`config.mk`:
```
export PLATFORM = sky130hd
export DESIGN_NAME = uart_rx_os
export DESIGN_NICKNAME = d
export VERILOG_FILES = /design/src/rtl/uart_rx_os_pkg.sv /design/src/rtl/uart_rx_os_baud_tick.sv /design/src/rtl/uart_rx_os.sv
export SDC_FILE = /design/constraint.sdc
export NUM_CORES = 1
export LEC_CHECK = 0
export CAP_MARGIN = 20
export CORE_ASPECT_RATIO = 0.9
export CORE_UTILIZATION = 35
export CTS_CLUSTER_DIAMETER = 100
export CTS_CLUSTER_SIZE = 8
export DETAILED_ROUTE_END_ITERATION = 16
export GPL_TIMING_DRIVEN = 0
export HOLD_SLACK_MARGIN = 0.1
export PLACE_DENSITY_LB_ADDON = 0.2
export SKIP_CTS_REPAIR_TIMING = 1
export SYNTH_ARGS = -nofsm -noshare
export SYNTH_HDL_FRONTEND = slang
export SYNTH_SLANG_ARGS = --single-unit
```
`constraint.sdc`:
```
create_clock -name clk -period 3.3 [get_ports clk]
set_input_delay 0.99 -clock clk [delete_from_list [all_inputs] [get_ports clk]]
set_output_delay 0.99 -clock clk [all_outputs]
set_load 0.01 [all_outputs]
```
`src/rtl/uart_rx_os_pkg.sv`:
```
// ---------------------------------------------------------------------------
// uart_rx_os_pkg
//   Shared definitions for the oversampling UART receive path: FSM state
//   encoding, oversample ratio, mid-bit sample slots and the bit-end slot,
//   plus the 3-sample majority helper used for bit decisions.
// ---------------------------------------------------------------------------
package uart_rx_os_pkg;

    // Receiver frame-tracking states.
    typedef enum logic [2:0] {
        ST_IDLE,
        ST_START,
        ST_DATA,
        ST_STOP,
        ST_WAIT_IDLE
    } rx_state_e;

    // Oversample ticks per bit period.
    localparam int unsigned OS = 16;

    // Oversample slots: three mid-bit samples and the last slot of the bit.
    localparam logic [3:0] OS_SMP_A   = 4'd7;
    localparam logic [3:0] OS_SMP_B   = 4'd8;
    localparam logic [3:0] OS_SMP_C   = 4'd9;
    localparam logic [3:0] OS_BIT_END = 4'd15;

    // Two-of-three vote; tolerates one corrupted sample per bit.
    function automatic logic majority3(input logic a, input logic b, input logic c);
        return (a & b) | (a & c) | (b & c);
    endfunction

endpackage

```
`src/rtl/uart_rx_os_baud_tick.sv`:
```
// ---------------------------------------------------------------------------
// uart_baud_tick
//   Restartable oversample tick generator. Counts 0..DIV-1 with
//   DIV = CLK_HZ / (BAUD * OS) (truncated) and pulses tick for one clock
//   when the count is at DIV-1. restart forces the count back to zero so the
//   tick phase can be aligned to a detected start edge. Also usable to time
//   the transmit side.
//
//   Ports:
//     clk      in  1  system clock, rising edge
//     rst      in  1  synchronous active-high reset
//     restart  in  1  clear the divider count this clock
//     tick     out 1  one-clock pulse every DIV clocks
// ---------------------------------------------------------------------------
module uart_baud_tick #(
    parameter int unsigned CLK_HZ = 50_000_000,
    parameter int unsigned BAUD   = 9600,
    parameter int unsigned OS     = 16
) (
    input  logic clk,
    input  logic rst,
    input  logic restart,
    output logic tick
);

    localparam int unsigned DIV = CLK_HZ / (BAUD * OS);
    localparam int unsigned W   = (DIV > 1) ? $clog2(DIV) : 1;

    logic [W-1:0] tick_cnt_q;
    logic [W-1:0] tick_cnt_d;

    assign tick = (tick_cnt_q == W'(DIV - 1));

    always_comb begin
        tick_cnt_d = tick_cnt_q + W'(1);
        if (restart || tick) begin
            tick_cnt_d = '0;
        end
    end

    always_ff @(posedge clk) begin
        if (rst) begin
            tick_cnt_q <= '0;
        end else begin
            tick_cnt_q <= tick_cnt_d;
        end
    end

endmodule

```
`src/rtl/uart_rx_os.sv`:
```
// ---------------------------------------------------------------------------
// uart_rx_os
//   8N1 UART receiver with 16x oversampling and majority-vote bit decisions.
//   Self-timed from an internal oversample tick that is re-phased on every
//   start edge. rx_int is high from a validated start bit until mid stop bit;
//   its falling edge (coincident with rx_valid) marks rx_data valid.
//
//   Ports:
//     clk        in  1  system clock, rising edge
//     rst        in  1  synchronous active-high reset
//     rs232_rx   in  1  asynchronous serial line, idle high
//     rx_data    out 8  last received byte (LSB first on the line)
//     rx_int     out 1  frame-in-flight flag
//     rx_valid   out 1  one-clock pulse when rx_data updates
//     frame_err  out 1  one-clock pulse with rx_valid if stop bit was low
// ---------------------------------------------------------------------------
module uart_rx_os
    import uart_rx_os_pkg::*;
#(
    parameter int unsigned CLK_HZ = 50_000_000,
    parameter int unsigned BAUD   = 9600
) (
    input  logic       clk,
    input  logic       rst,
    input  logic       rs232_rx,
    output logic [7:0] rx_data,
    output logic       rx_int,
    output logic       rx_valid,
    output logic       frame_err
);

    // Two-stage synchroniser, reset to the idle level.
    logic sync1_q;
    logic sync2_q;
    logic rxs;

    rx_state_e  state_q,     state_d;
    logic [3:0] os_cnt_q,    os_cnt_d;
    logic [2:0] bit_cnt_q,   bit_cnt_d;
    logic [1:0] smp_q,       smp_d;
    logic [7:0] shreg_q,     shreg_d;
    logic [7:0] rx_data_q,   rx_data_d;
    logic       rx_int_q,    rx_int_d;
    logic       rx_valid_q,  rx_valid_d;
    logic       frame_err_q, frame_err_d;

    logic tick;
    logic restart;
    logic bit_v;
    logic at_mid;
    logic at_end;

    assign rxs = sync2_q;

    // Divider and oversample count are re-phased on the IDLE->START edge.
    assign restart = (state_q == ST_IDLE) && !rxs;

    uart_baud_tick #(
        .CLK_HZ (CLK_HZ),
        .BAUD   (BAUD),
        .OS     (OS)
    ) u_tick (
        .clk     (clk),
        .rst     (rst),
        .restart (restart),
        .tick    (tick)
    );

    // The third sample is taken live at slot 9, so the decision is available
    // in the same clock as the slot-9 tick.
    assign bit_v  = majority3(smp_q[0], smp_q[1], rxs);
    assign at_mid = tick && (os_cnt_q == OS_SMP_C);
    assign at_end = tick && (os_cnt_q == OS_BIT_END);

    always_comb begin
        state_d     = state_q;
        os_cnt_d    = os_cnt_q;
        bit_cnt_d   = bit_cnt_q;
        smp_d       = smp_q;
        shreg_d     = shreg_q;
        rx_data_d   = rx_data_q;
        rx_int_d    = rx_int_q;
        rx_valid_d  = 1'b0;
        frame_err_d = 1'b0;

        if (tick) begin
            os_cnt_d = os_cnt_q + 4'd1;
            if (os_cnt_q == OS_SMP_A) smp_d[0] = rxs;
            if (os_cnt_q == OS_SMP_B) smp_d[1] = rxs;
        end

        case (state_q)
            ST_IDLE: begin
                if (!rxs) begin
                    state_d  = ST_START;
                    os_cnt_d = '0;
                end
            end

            ST_START: begin
                if (at_mid) begin
                    if (!bit_v) begin
                        rx_int_d = 1'b1;
                    end else begin
                        state_d = ST_IDLE;
                    end
                end else if (at_end) begin
                    state_d   = ST_DATA;
                    bit_cnt_d = '0;
                end
            end

            ST_DATA: begin
                if (at_mid) begin
                    shreg_d = {bit_v, shreg_q[7:1]};
                end else if (at_end) begin
                    if (bit_cnt_q == 3'd7) begin
                        state_d = ST_STOP;
                    end else begin
                        bit_cnt_d = bit_cnt_q + 3'd1;
                    end
                end
            end

            ST_STOP: begin
                // Leaving at mid stop bit gives half a bit of resync margin.
                if (at_mid) begin
                    rx_data_d  = shreg_q;
                    rx_int_d   = 1'b0;
                    rx_valid_d = 1'b1;
                    if (bit_v) begin
                        state_d = ST_IDLE;
                    end else begin
                        frame_err_d = 1'b1;
                        state_d     = ST_WAIT_IDLE;
                    end
                end
            end

            ST_WAIT_IDLE: begin
                // A held-low line (break) must not be taken as a new start.
                if (rxs) begin
                    state_d = ST_IDLE;
                end
            end

            default: begin
                state_d = ST_IDLE;
            end
        endcase
    end

    always_ff @(posedge clk) begin
        if (rst) begin
            sync1_q     <= 1'b1;
            sync2_q     <= 1'b1;
            state_q     <= ST_IDLE;
            os_cnt_q    <= '0;
            bit_cnt_q   <= '0;
            smp_q       <= '0;
            shreg_q     <= '0;
            rx_data_q   <= '0;
            rx_int_q    <= 1'b0;
            rx_valid_q  <= 1'b0;
            frame_err_q <= 1'b0;
        end else begin
            sync1_q     <= rs232_rx;
            sync2_q     <= sync1_q;
            state_q     <= state_d;
            os_cnt_q    <= os_cnt_d;
            bit_cnt_q   <= bit_cnt_d;
            smp_q       <= smp_d;
            shreg_q     <= shreg_d;
            rx_data_q   <= rx_data_d;
            rx_int_q    <= rx_int_d;
            rx_valid_q  <= rx_valid_d;
            frame_err_q <= frame_err_d;
        end
    end

    assign rx_data   = rx_data_q;
    assign rx_int    = rx_int_q;
    assign rx_valid  = rx_valid_q;
    assign frame_err = frame_err_q;

endmodule
```
==> key figures <==
Synth
  – Synth Register Bits: 42
  – Synth Instances: between 150 and 200
  – Avg Inst Size Synth: 9.51 um2
  – Netlist cell types: 36
  – Ys Warns: 0
  – Synth Net Count: 206
  – Mapped Area: 0.00186 mm2
  – Register area share after synthesis: 0.451

STA
  – Final slew viol count: 0
  – Final min period: 2.17 ns
  – Crit share post-route: 0.657
  – RSZ-0062 raised after global routing: false
  – Rel. slew slack: 0.375
  – Max Fclk: roughly 0.46 GHz
  – TNS Setup: 0 ns
  – Worst Skew: roughly 0.0067 ns
  – Final Hold Viols: 0
  – Hold_ws: 0.422 ns
  – Actual slew at the worst max-slew pin: approximately 0.93 ns
  – Setup-failing EPs final: 0

Setup path
  – Required @ worst endpoint: roughly 2.3 ns
  – Crit path max fanout: 2
  – Critical path class: flip-flop to primary output
  – Largest delay contributor family on the critical path: buffers and inverters
  – Critical Path Start Type: flip-flop
  – Worst Path Arrival: 1.18 ns
  – Buf/Inv on CP: 1
  – Crit-path max cell delay: 0.54 ns
  – CP endpoint kind: primary output
  – Crit-path cells: clkdlybuf4s50_1
  – Critical-path top delay cell: clkdlybuf4s50_1

Floorplan
  – CORE AREA: 0.00498 mm2
  – Die ar.: 0.00562 mm2
  – Die W: between 70 and 80 um
  – Die height: 71.2 um
  – Initial Util: 0.374
  – Site Rows: 24
  – IO Pins: 14

Power
  – NetSw: just over 0.2 mW
  – Peak supply drop: 0.193 mV
  – Sw frac: 0.212
  – Pleak: 0.802 nW
  – Clk pwr share: 0.412
  – Combinational Power Share: 0.046
  – Sequential power share: 0.541
  – Pwr dens: ~440 mW/mm2
  – Internal power: 0.755 mW

Global routing
  – Met3 Track Usage GR: 0.0382
  – First-pass GRT wire length: 5890 um
  – GRT Util Overall: 0.135
  – Grt ovf: 0
  – Largest net degree at the start of global routing: 14
  – Met1 Usage GRT: 0.193
  – Gr busiest metal: met2
  – Initial antenna violation count: 0
  – Vias in the first global route: between 1,000 and 1,500
  – Met2 Usage GRT: 0.194

Detailed routing
  – Initial DRC count: between 60 and 70
  – Vias per inst: 4.71
  – DRC Markers: 0
  – Final WL: 3260 um
  – Wire per inst: 11.6 um
  – First-pass DRT Iterations: 4
  – Via count: 1,323
  – Post-route antenna net violation count: 0

Final layout
  – Layout cells sized above 1: 0.0880
  – Most frequent cells in the layout: dfxtp_1, nor2_1, mux2i_1
  – Most common cell after layout, fill and taps aside: dfxtp_1
  – Nets: 225
  – Number of diodes: 0
  – Layout area overhead: 16.7%

Clock network
  – CTS buffer count: 5
  – Root buffer cell: clkbuf_8
  – CTS tree: yes
  – Insertion delay to the later sink of the worst-skew pair: about 0.29 ns
  – Worst-case clock buffer depth: 2
  – H-tree levels: 2
  – Reg clk slew, reported paths: 0.08 ns
  – Clock sinks: 42

Flow run
  – Max-cap violation count: 0

Placement
  – Dpl hpwl: 2360 um
  – Count of input and output buffers: 12
  – Final GP Congestion: 0.780

Worst hold path
  – HP Class: flip-flop to flip-flop

Outcome
  – Status: finished clean
## Yosys cell counts
cell	count	share of area
nand4_1	3	0.010
and2_1	3	0.010
a22oi_1	2	0.0081
o41ai_1	1	0.0047
nand3b_1	1	0.0040
dfxtp_1	42	0.45
nand4b_1	3	0.014
a41oi_1	2	0.0094
clkbuf_1	5	0.010
xnor2_1	2	0.0094
buf_4	3	0.012
o21ai_1	1	0.0027
o21ai_0	2	0.0054
a31oi_1	2	0.0067
buf_8	1	0.0081
and4_4	1	0.0060
or2_2	4	0.013
buf_2	1	0.0027
a211o_1	1	0.0047
inv_1	8	0.016
o211a_1	1	0.0054
and3b_1	1	0.0047
nand2_1	6	0.012
nand3_1	6	0.016
nor3_1	3	0.0081
ha_1	7	0.047
nor2_1	39	0.079
mux2i_1	21	0.11
and3_1	4	0.013
nor4_4	1	0.011
nor4b_4	1	0.013
xor2_1	8	0.038
nor4_1	1	0.0034
nand2b_1	4	0.013
nor2b_1	2	0.0067
a21oi_1	3	0.0081
## flip-flops by register name, indices dropped and copies added (netlist names)
signal	cells
bit_cnt_q	3
frame_err	1
os_cnt_q	4
rx_data	8
rx_int	1
rx_valid	1
rxs	1
shreg_q	8
smp_q	2
state_q	3
sync1_q	1
u_tick.tick_cnt_q	9
## layer usage
metal  wire length (um)  vias up
met1               1780      603
met3                109        5
met5                  0        -
li1                   -      697
met4                 53        0
met2               1320       18
## kinds of logic (layout without fill, tap and decap cells)
logic type      Yosys count  count (layout)  share of synthesized area
mux                      21              21                      0.113
xor+xnor                 10              10                     0.0470
fa+ha+maj                 7               7                     0.0470
buf+inv                  18              38                     0.0490
flops                    42              42                      0.451
simple gates             83              83                      0.238
compound gates           15              15                     0.0550
## power by group through the flow
stage	combinational, mW	clock, mW	sequential [mW]
final	0.0442	0.395	0.519
after global routing	0.0503	0.432	0.521
after floorplan	0.0342	0	0.529
after CTS	0.0442	0.412	0.519
after detailed placement	0.0437	0	0.531
after global placement	0.0441	0	0.531
## final cells by class
class,instances,area [um2]
Buffer,10,61.3
Clock buffer,6,72.6
Clock inverter,2,37.5
Fill cell,511,2810
Inverter,8,30.0
Multi-Input combinational cell,136,932
Sequential cell,42,841
Tap cell,65,81.3
Timing Repair Buffer,12,120
## per-stage QoR
step / total power [mW] / cell area, um2 / util / std cells / setup WS, ns
global route: 1.00 / 2180 / 0.436 / 281 / 1.08
floorplan: 0.564 / 1860 / - / 196 / 1.35
global placement: 0.575 / 2070 / 0.414 / 273 / 1.04
CTS: 0.976 / 2180 / 0.436 / 281 / 1.11
finish: 0.959 / 2180 / 0.436 / 281 / 1.13
detailed placement: 0.575 / 2070 / 0.414 / 273 / 1.05
## final timing paths
kind / end / cells past startpoint / startpoint / slack, ns
worst max register to register: state_q[1] / 8 / u_tick.tick_cnt_q[0] / 1.35
worst max-delay path: rx_int / 1 / rx_int / 1.13
worst min register to register: rxs / 1 / sync1_q / 0.42
worst min-delay path: rxs / 1 / sync1_q / 0.42
Note: power is estimated with default switching activity, not from simulation.
